**src/rtl/mult_pow_pipe_if.sv**
```systemverilog
// Valid/ready streaming bundle for the scaled-power multiplier: operand pair in, result out.
interface mult_pow_pipe_if #(
  parameter int WIDTH = 16
);
  logic             in_valid;
  logic             in_ready;
  logic [WIDTH-1:0] a;
  logic [WIDTH-1:0] b;
  logic             out_valid;
  logic             out_ready;
  logic [WIDTH-1:0] out;
  logic             ovf;

  modport master (
    output in_valid, a, b, out_ready,
    input  in_ready, out_valid, out, ovf
  );

  modport slave (
    input  in_valid, a, b, out_ready,
    output in_ready, out_valid, out, ovf
  );
endinterface

```
**src/rtl/mult_pow_pipe.sv**
```systemverilog
// Fully pipelined out = a * b^STAGES, one multiply by b per stage, with
// valid/ready backpressure, sticky per-item overflow and optional saturation.
module mult_pow_pipe #(
  parameter int WIDTH    = 16,
  parameter int STAGES   = 3,
  parameter int SATURATE = 0
) (
  input logic           clk,
  input logic           rst,
  mult_pow_pipe_if.slave s
);

  function automatic logic [WIDTH-1:0] saturate(input logic [WIDTH-1:0] v,
                                                input logic             ovf_in);
    return ((SATURATE != 0) && ovf_in) ? '1 : v;
  endfunction

  // Returns {sticky overflow, partial product} for one stage.
  function automatic logic [WIDTH:0] mul_stage(input logic [WIDTH-1:0] x,
                                               input logic [WIDTH-1:0] y,
                                               input logic             ovf_in);
    logic [2*WIDTH-1:0] prod;
    logic               ovf_o;
    prod  = (2*WIDTH)'(x) * (2*WIDTH)'(y);
    ovf_o = ovf_in | (|prod[2*WIDTH-1:WIDTH]);
    return {ovf_o, saturate(prod[WIDTH-1:0], ovf_o)};
  endfunction

  logic             advance;
  logic             in_xfer;

  logic [STAGES-1:0] vld_q, vld_d;
  logic [STAGES-1:0] ovf_q, ovf_d;
  logic [WIDTH-1:0]  p_q [STAGES];
  logic [WIDTH-1:0]  p_d [STAGES];
  logic [WIDTH-1:0]  b_q [STAGES];
  logic [WIDTH-1:0]  b_d [STAGES];

  assign advance    = !vld_q[STAGES-1] || s.out_ready;
  assign s.in_ready = advance && !rst;
  assign in_xfer    = s.in_valid && s.in_ready;

  // Bubbles enter as zero data so the output reads 0 until a real result arrives.
  always_comb begin
    vld_d = vld_q;
    ovf_d = ovf_q;
    p_d   = p_q;
    b_d   = b_q;
    if (advance) begin
      vld_d[0]            = in_xfer;
      {ovf_d[0], p_d[0]}  = in_xfer ? mul_stage(s.a, s.b, 1'b0) : '0;
      b_d[0]              = in_xfer ? s.b : '0;
      for (int k = 1; k < STAGES; k++) begin
        vld_d[k]           = vld_q[k-1];
        {ovf_d[k], p_d[k]} = mul_stage(p_q[k-1], b_q[k-1], ovf_q[k-1]);
        b_d[k]             = b_q[k-1];
      end
    end
  end

  always_ff @(posedge clk) begin
    if (rst) begin
      vld_q <= '0;
      ovf_q <= '0;
      for (int k = 0; k < STAGES; k++) begin
        p_q[k] <= '0;
        b_q[k] <= '0;
      end
    end else begin
      vld_q <= vld_d;
      ovf_q <= ovf_d;
      for (int k = 0; k < STAGES; k++) begin
        p_q[k] <= p_d[k];
        b_q[k] <= b_d[k];
      end
    end
  end

  assign s.out_valid = vld_q[STAGES-1];
  assign s.out       = p_q[STAGES-1];
  assign s.ovf       = ovf_q[STAGES-1];

endmodule

```
**src/flat_wrapper.sv**
```systemverilog
// flat-port wrapper written by rule: the top's interface ports become plain ports
module mult_pow_pipe_flat 
#(
  parameter int WIDTH    = 16,
  parameter int STAGES   = 3,
  parameter int SATURATE = 0
)
  (clk, rst, s_in_valid, s_a, s_b, s_out_ready, s_in_ready, s_out_valid, s_out, s_ovf);
  mult_pow_pipe_if #(.WIDTH(WIDTH)) s_i ();
  input logic clk;
  input logic rst;
  input wire logic [$bits(s_i.in_valid)-1:0] s_in_valid;
  input wire logic [$bits(s_i.a)-1:0] s_a;
  input wire logic [$bits(s_i.b)-1:0] s_b;
  input wire logic [$bits(s_i.out_ready)-1:0] s_out_ready;
  output wire logic [$bits(s_i.in_ready)-1:0] s_in_ready;
  output wire logic [$bits(s_i.out_valid)-1:0] s_out_valid;
  output wire logic [$bits(s_i.out)-1:0] s_out;
  output wire logic [$bits(s_i.ovf)-1:0] s_ovf;
  assign s_i.in_valid = s_in_valid;
  assign s_i.a = s_a;
  assign s_i.b = s_b;
  assign s_i.out_ready = s_out_ready;
  assign s_in_ready = s_i.in_ready;
  assign s_out_valid = s_i.out_valid;
  assign s_out = s_i.out;
  assign s_ovf = s_i.ovf;
  mult_pow_pipe #(.WIDTH(WIDTH), .STAGES(STAGES), .SATURATE(SATURATE)) u_core (.clk(clk), .rst(rst), .s(s_i));
endmodule
```
**config.mk**
```make
export PLATFORM = sky130hd
export DESIGN_NAME = mult_pow_pipe_flat
export DESIGN_NICKNAME = d
export VERILOG_FILES = /design/src/rtl/mult_pow_pipe_if.sv /design/src/rtl/mult_pow_pipe.sv /design/src/flat_wrapper.sv
export SDC_FILE = /design/constraint.sdc
export NUM_CORES = 2
export LEC_CHECK = 0
export BUFFER_PORTS_ARGS = -buffer_cell sky130_fd_sc_hd__buf_4
export CAP_MARGIN = 15
export CORE_AREA = 3 3 223 225
export DETAILED_ROUTE_END_ITERATION = 8
export DIE_AREA = 0 0 226 228
export PLACE_DENSITY = 0.76
export SLEW_MARGIN = 20
export SYNTH_ARGS = -nofsm -noshare
export SYNTH_HDL_FRONTEND = slang
export SYNTH_SLANG_ARGS = --single-unit
```
**constraint.sdc**
```tcl
create_clock -name clk -period 9.5 [get_ports clk]
set_clock_uncertainty 0.05 [all_clocks]
set_input_delay 1.9 -clock clk [delete_from_list [all_inputs] [get_ports clk]]
set_output_delay 1.9 -clock clk [all_outputs]
set_load 0.01 [all_outputs]
```
Yosys cells after proc, flatten, opt, wreduce, memory -nomap -nowiden --
Index checks and enable logic that the tools add are counted.
Word-level totals: register bits after elaboration 86, output and inout port bits 19, word-level logic and storage cells 22
Cells by class: multipliers 3, mux-type cells 2, bitwise operators 2, reductions and logical operators 8
Operators by type and width (number):
- $mul A16 B16 Y32 | 3
- $reduce_or A16 Y1 | 3
- $mux W17 | 1
- $mux W16 | 1
- $logic_and A1 B1 Y1 | 2
- $logic_not A1 Y1 | 2
- $or A1 B1 Y1 | 2
- $logic_or A1 B1 Y1 | 1

Longest topological paths before layout --
word-level depth 5, depth in mapped cells 25, mapped depth without buffers 23

Worst setup path after synthesis --
Ideal clock, no wire load.
path kind in2reg, start in s_b[1], end reg u_core.ovf_q[0], library setup time 0.135 ns, arrival 7.302 ns, required time 9.315 ns, setup slack 2.012 ns, cell stages on the path 22, buffers on the path 2, cell sequence clkbuf_1 -> nand2_1 -> fa_1 -> fa_1 -> fa_1 -> inv_1 -> fa_1 -> fa_1 -> inv_1 -> fa_1 -> inv_1 -> ha_1 -> buf_2 -> nand4_1 -> o21bai_1 -> a31o_2 -> a211oi_2 -> mux2i_1 -> a2111oi_0 -> nand4_1 -> nor3_1 -> a41oi_1
Between the ends: longest elaborated chain between the ends 3
RTL lines:
- start, declared | RTL line flat_wrapper.sv:14 | input wire logic [$bits(s_i.b)-1:0] s_b;
- $mul A16 B16 Y32 | RTL line mult_pow_pipe.sv:24 | prod = (2*WIDTH)'(x) * (2*WIDTH)'(y);
- $reduce_or A16 Y1 | RTL line mult_pow_pipe.sv:25 | ovf_o = ovf_in | (|prod[2*WIDTH-1:WIDTH]);
- $mux W17 | RTL line mult_pow_pipe.sv:51 | {ovf_d[0], p_d[0]} = in_xfer ? mul_stage(s.a, s.b, 1'b0) : '0;
- end signal, assigned | RTL line mult_pow_pipe.sv:71 | ovf_q <= ovf_d;
- end, declared | RTL line mult_pow_pipe.sv:33 | logic [STAGES-1:0] ovf_q, ovf_d;
Every way passes these cells. A chain may end at the register's enable or synchronous reset.

Worst setup path in the final report --
start in s_a[8], end reg u_core.ovf_q[0]
Between the ends: longest elaborated chain between the ends 3
RTL lines:
- start, declared | RTL line flat_wrapper.sv:13 | input wire logic [$bits(s_i.a)-1:0] s_a;
- $mul A16 B16 Y32 | RTL line mult_pow_pipe.sv:24
- $reduce_or A16 Y1 | RTL line mult_pow_pipe.sv:25
- $mux W17 | RTL line mult_pow_pipe.sv:51
Every way passes these cells.

==> impl_results.rst <==
.. list-table::
   :header-rows: 1

   * - Metric
     - Value
   * - Status
     - complete, no violations
   * - Maximum number of pins on one net before global-route repair
     - 62
   * - Layout filler cell count
     - 4,061
   * - Dominant cell type by area after synthesis
     - sky130_fd_sc_hd__fa_1
   * - Initial antenna violation count
     - 0
   * - Total standard cell area after synthesis
     - between 20,000 and 30,000 µm²
   * - Async SR Flop Fraction
     - 0%
   * - CTS clk-pin slew, worst paths
     - about 80 ps
   * - Number of pins with negative max-slew slack in the final report
     - 0
   * - Net count of the mapped netlist
     - around 4,200
   * - Count of different cell masters after synthesis
     - 77
   * - Hold buffers post-CTS
     - 0
   * - CTS root buffer
     - sky130_fd_sc_hd__clkbuf_16
   * - DRC violations left
     - 0
   * - Leak
     - between 10 and 15 nW
   * - Register area share after synthesis
     - approximately 6.0%
   * - Gr usage total
     - between 30% and 40%
   * - Critical path capture point type
     - register
   * - Core area
     - roughly 48,000 µm²
   * - Worst path setup slack after routing
     - slightly below 2000 ps
   * - Final design instance area without fill
     - 29,500 µm²
   * - Area Growth Syn to Fin
     - 2.94%
   * - Crit path kind
     - in2reg
   * - Number of cells in the finished layout apart from fillers
     - 3,829
   * - Highest attainable clock frequency
     - 132 MHz
   * - Number of register bits inferred by synthesis
     - 86
   * - Final ANT Viol Nets
     - 0
   * - Total wirelength of the detailed-routed design
     - ~75,000 µm
   * - TritonCTS buffer count
     - 9
   * - IO Pins
     - between 50 and 60
   * - RePlAce Congestion
     - 0.944
   * - Largest buffer count on any clock path
     - 2
   * - Total Power Consumption
     - between 5 and 6 mW
   * - H-tree depth
     - 3
   * - Buffers on Ports
     - 54
   * - Vias in the first global route
     - about 24,000
   * - Chip Width
     - about 230 µm
   * - Die Span Y
     - roughly 230 µm
   * - Core Util, Final
     - roughly 62%
   * - Number of detailed-routing iterations run before antenna repair
     - 6
   * - Worst supply voltage drop on vdd
     - just over 400 µV
   * - Number of diodes added for antenna fixing
     - 0
   * - Worst-margin pin slew
     - between 1000 and 1500 ps
   * - Drt first-iter violations
     - between 1,500 and 2,000
   * - Total number of vias
     - around 22,000
   * - Pwr/cell area
     - 198 nW/µm²
   * - Arrival time at the worst endpoint
     - 7780 ps
   * - Avg Vias per Cell
     - 5.86
   * - Total Die Area
     - 51,500 µm²
   * - Maximum fanout encountered on the critical timing path
     - 16
   * - Clock tree from TritonCTS
     - built
   * - Register area
     - about 1700 µm²
   * - Number of enable flip-flop cells after synthesis
     - 0
   * - Synthesized area per cell
     - approximately 8.7 µm²
   * - Commonest cells in the synthesized netlist
     - sky130_fd_sc_hd__inv_1 (597), sky130_fd_sc_hd__fa_1 (582), sky130_fd_sc_hd__nand2_1 (578)
   * - Global-route wire length before repair
     - 124,000 µm
   * - Remaining max-slew budget at the tightest pin
     - between 20% and 30%
   * - Setup TNS
     - 0 ps
   * - Final HPWL DP
     - about 59,000 µm
   * - Placed cell area
     - just under 30,000 µm²
   * - Area taken by multi-input logic gates
     - ~24,000 µm²
   * - Final setup vio count
     - 0
   * - Time the final worst path needs with I/O delays and setup
     - 7570 ps
   * - Yosys warnings
     - 0
   * - Initial cell density of the core
     - approximately 60%
   * - Post-Syn Instances
     - between 3,000 and 4,000
   * - Final #Nets
     - 4,139
   * - Buffers inserted during post-CTS setup optimization
     - 0
   * - Proportion of layout cells with a drive suffix above 1
     - 3.14%
   * - Cell with the most instances after synthesis
     - sky130_fd_sc_hd__inv_1
   * - Row cnt
     - 80
   * - Cell total after placement
     - approximately 3,800
   * - Post-cts gate resize count
     - 0
   * - Proportion of netlist area held by the largest area contributor
     - 40.6%
   * - Cells taking the most area after synthesis
     - sky130_fd_sc_hd__fa_1 (41%), sky130_fd_sc_hd__ha_1 (14%), sky130_fd_sc_hd__inv_1 (7.8%)
   * - Hold/Removal Path Class
     - reg2reg
   * - Number of endpoints with negative hold slack in the final report
     - 0
   * - Worst hold margin
     - ~400 ps
   * - Data required time of the critical path
     - about 9700 ps
   * - Placement-stage worst setup slack
     - ~1600 ps
   * - Max-cap viol count
     - 0
   * - GR Overflow Total
     - 0
   * - Share of the clock period used by the worst path after layout
     - roughly four fifths
   * - Wire per inst
     - 19.6 µm
   * - Most instantiated flip-flop cell in the synthesis netlist
     - sky130_fd_sc_hd__dfxtp_1
   * - RSZ-0062 raised after global routing
     - no
   * - CTS sink count
     - between 80 and 90
   * - Clock latency on the worst-skew pair
     - about 380 ps
   * - Crit path launch type
     - input port
## critical path, stage by stage
cell and delay, ps:
sky130_fd_sc_hd__buf_4 180, sky130_fd_sc_hd__and2_1 190, sky130_fd_sc_hd__fa_1 540, sky130_fd_sc_hd__inv_1 50, sky130_fd_sc_hd__fa_1 460, sky130_fd_sc_hd__fa_1 510, sky130_fd_sc_hd__inv_1 60, sky130_fd_sc_hd__fa_1 510
sky130_fd_sc_hd__fa_1 500, sky130_fd_sc_hd__inv_1 50, sky130_fd_sc_hd__fa_1 480, sky130_fd_sc_hd__inv_1 50, sky130_fd_sc_hd__ha_1 410, sky130_fd_sc_hd__nand4_1 150, sky130_fd_sc_hd__o21bai_1 180, sky130_fd_sc_hd__a31o_2 250
sky130_fd_sc_hd__a211oi_2 350, sky130_fd_sc_hd__mux2i_1 130, sky130_fd_sc_hd__a2111oi_0 310, sky130_fd_sc_hd__nand4_1 150, sky130_fd_sc_hd__nor3_1 230, sky130_fd_sc_hd__a41oi_1 120
## per-layer routing
layer / GRT usage [%] / wire length (µm)
met1: 41.9 / 31600
met2: 48.5 / 34900
met3: 5.39 / 6380
met4: 9.20 / 2170
met5: 0 / 0
## cells by family after synthesis
group,count (synthesis),share of synthesized area (%)
buffers and inverters,768,10.3
multiplexers,12,0.445
AND/OR/NAND/NOR,1131,19.0
XOR/XNOR,61,1.86
flip-flops,86,6.00
AO/OA/AOI/OAI,356,8.10
adder cells (fa/ha/maj),894,54.2
## cells in the final DEF, fill, tap and decap left out, types with 5 or more instances in the layout
cell	Yosys	final
sky130_fd_sc_hd__inv_1	597	597
sky130_fd_sc_hd__fa_1	582	582
sky130_fd_sc_hd__nand2_1	578	578
sky130_fd_sc_hd__and2_1	358	358
sky130_fd_sc_hd__ha_1	312	312
sky130_fd_sc_hd__a21oi_1	132	132
sky130_fd_sc_hd__dfxtp_1	86	86
sky130_fd_sc_hd__buf_4	16	61
sky130_fd_sc_hd__nor2_1	58	58
sky130_fd_sc_hd__o21ai_0	47	47
sky130_fd_sc_hd__nand3_1	43	43
sky130_fd_sc_hd__xnor2_1	40	40
sky130_fd_sc_hd__a21o_1	32	32
sky130_fd_sc_hd__a22o_1	24	24
sky130_fd_sc_hd__xor2_1	21	21
sky130_fd_sc_hd__nand4_1	19	19
sky130_fd_sc_hd__a211oi_1	17	17
sky130_fd_sc_hd__a31oi_1	17	17
sky130_fd_sc_hd__nor3_1	15	15
sky130_fd_sc_hd__o211ai_1	13	13
sky130_fd_sc_hd__and3_1	12	12
sky130_fd_sc_hd__o21a_1	11	11
sky130_fd_sc_hd__nor2b_1	10	9
sky130_fd_sc_hd__nand2b_1	10	9
sky130_fd_sc_hd__mux2i_1	9	9
sky130_fd_sc_hd__clkbuf_16	0	9
sky130_fd_sc_hd__o21bai_1	6	6
sky130_fd_sc_hd__o22ai_1	5	5
sky130_fd_sc_hd__nor3b_1	6	5
## sequential cells by signal (all words and copies together), names as in the netlist
name          flops
u_core.vld_q      3
u_core.b_q       32
u_core.p_q       32
u_core.ovf_q      3
u_core.s.out     16
## where the power goes
part	leakage (nW)	total, mW	switching (mW)	internal [mW]
Sequential	0.702	0.581	0.183	0.397
Combinational	12.7	4.86	2.89	1.98
Clock	0.147	0.401	0.191	0.210
## final cells by class
type	instances	share of cell area, %
inverter	597	7.59
clock inverter	7	0.305
clock buffer	9	0.763
sequential	86	5.83
timing repair buffer	61	1.55
multi-input combinational	2454	81.3
tap	615	2.61
## final timing paths
path,slack (ps),from,cells past startpoint,to
worst max-delay path,1930,s_a[8],22,u_core.ovf_q[0]
worst min-delay path,400,u_core.s.out[8],2,u_core.s.out[8]
worst max register to register,2460,u_core.b_q[37],19,u_core.ovf_q[1]
worst min register to register,400,u_core.s.out[8],2,u_core.s.out[8]
Power figures use the tool's default switching activity.
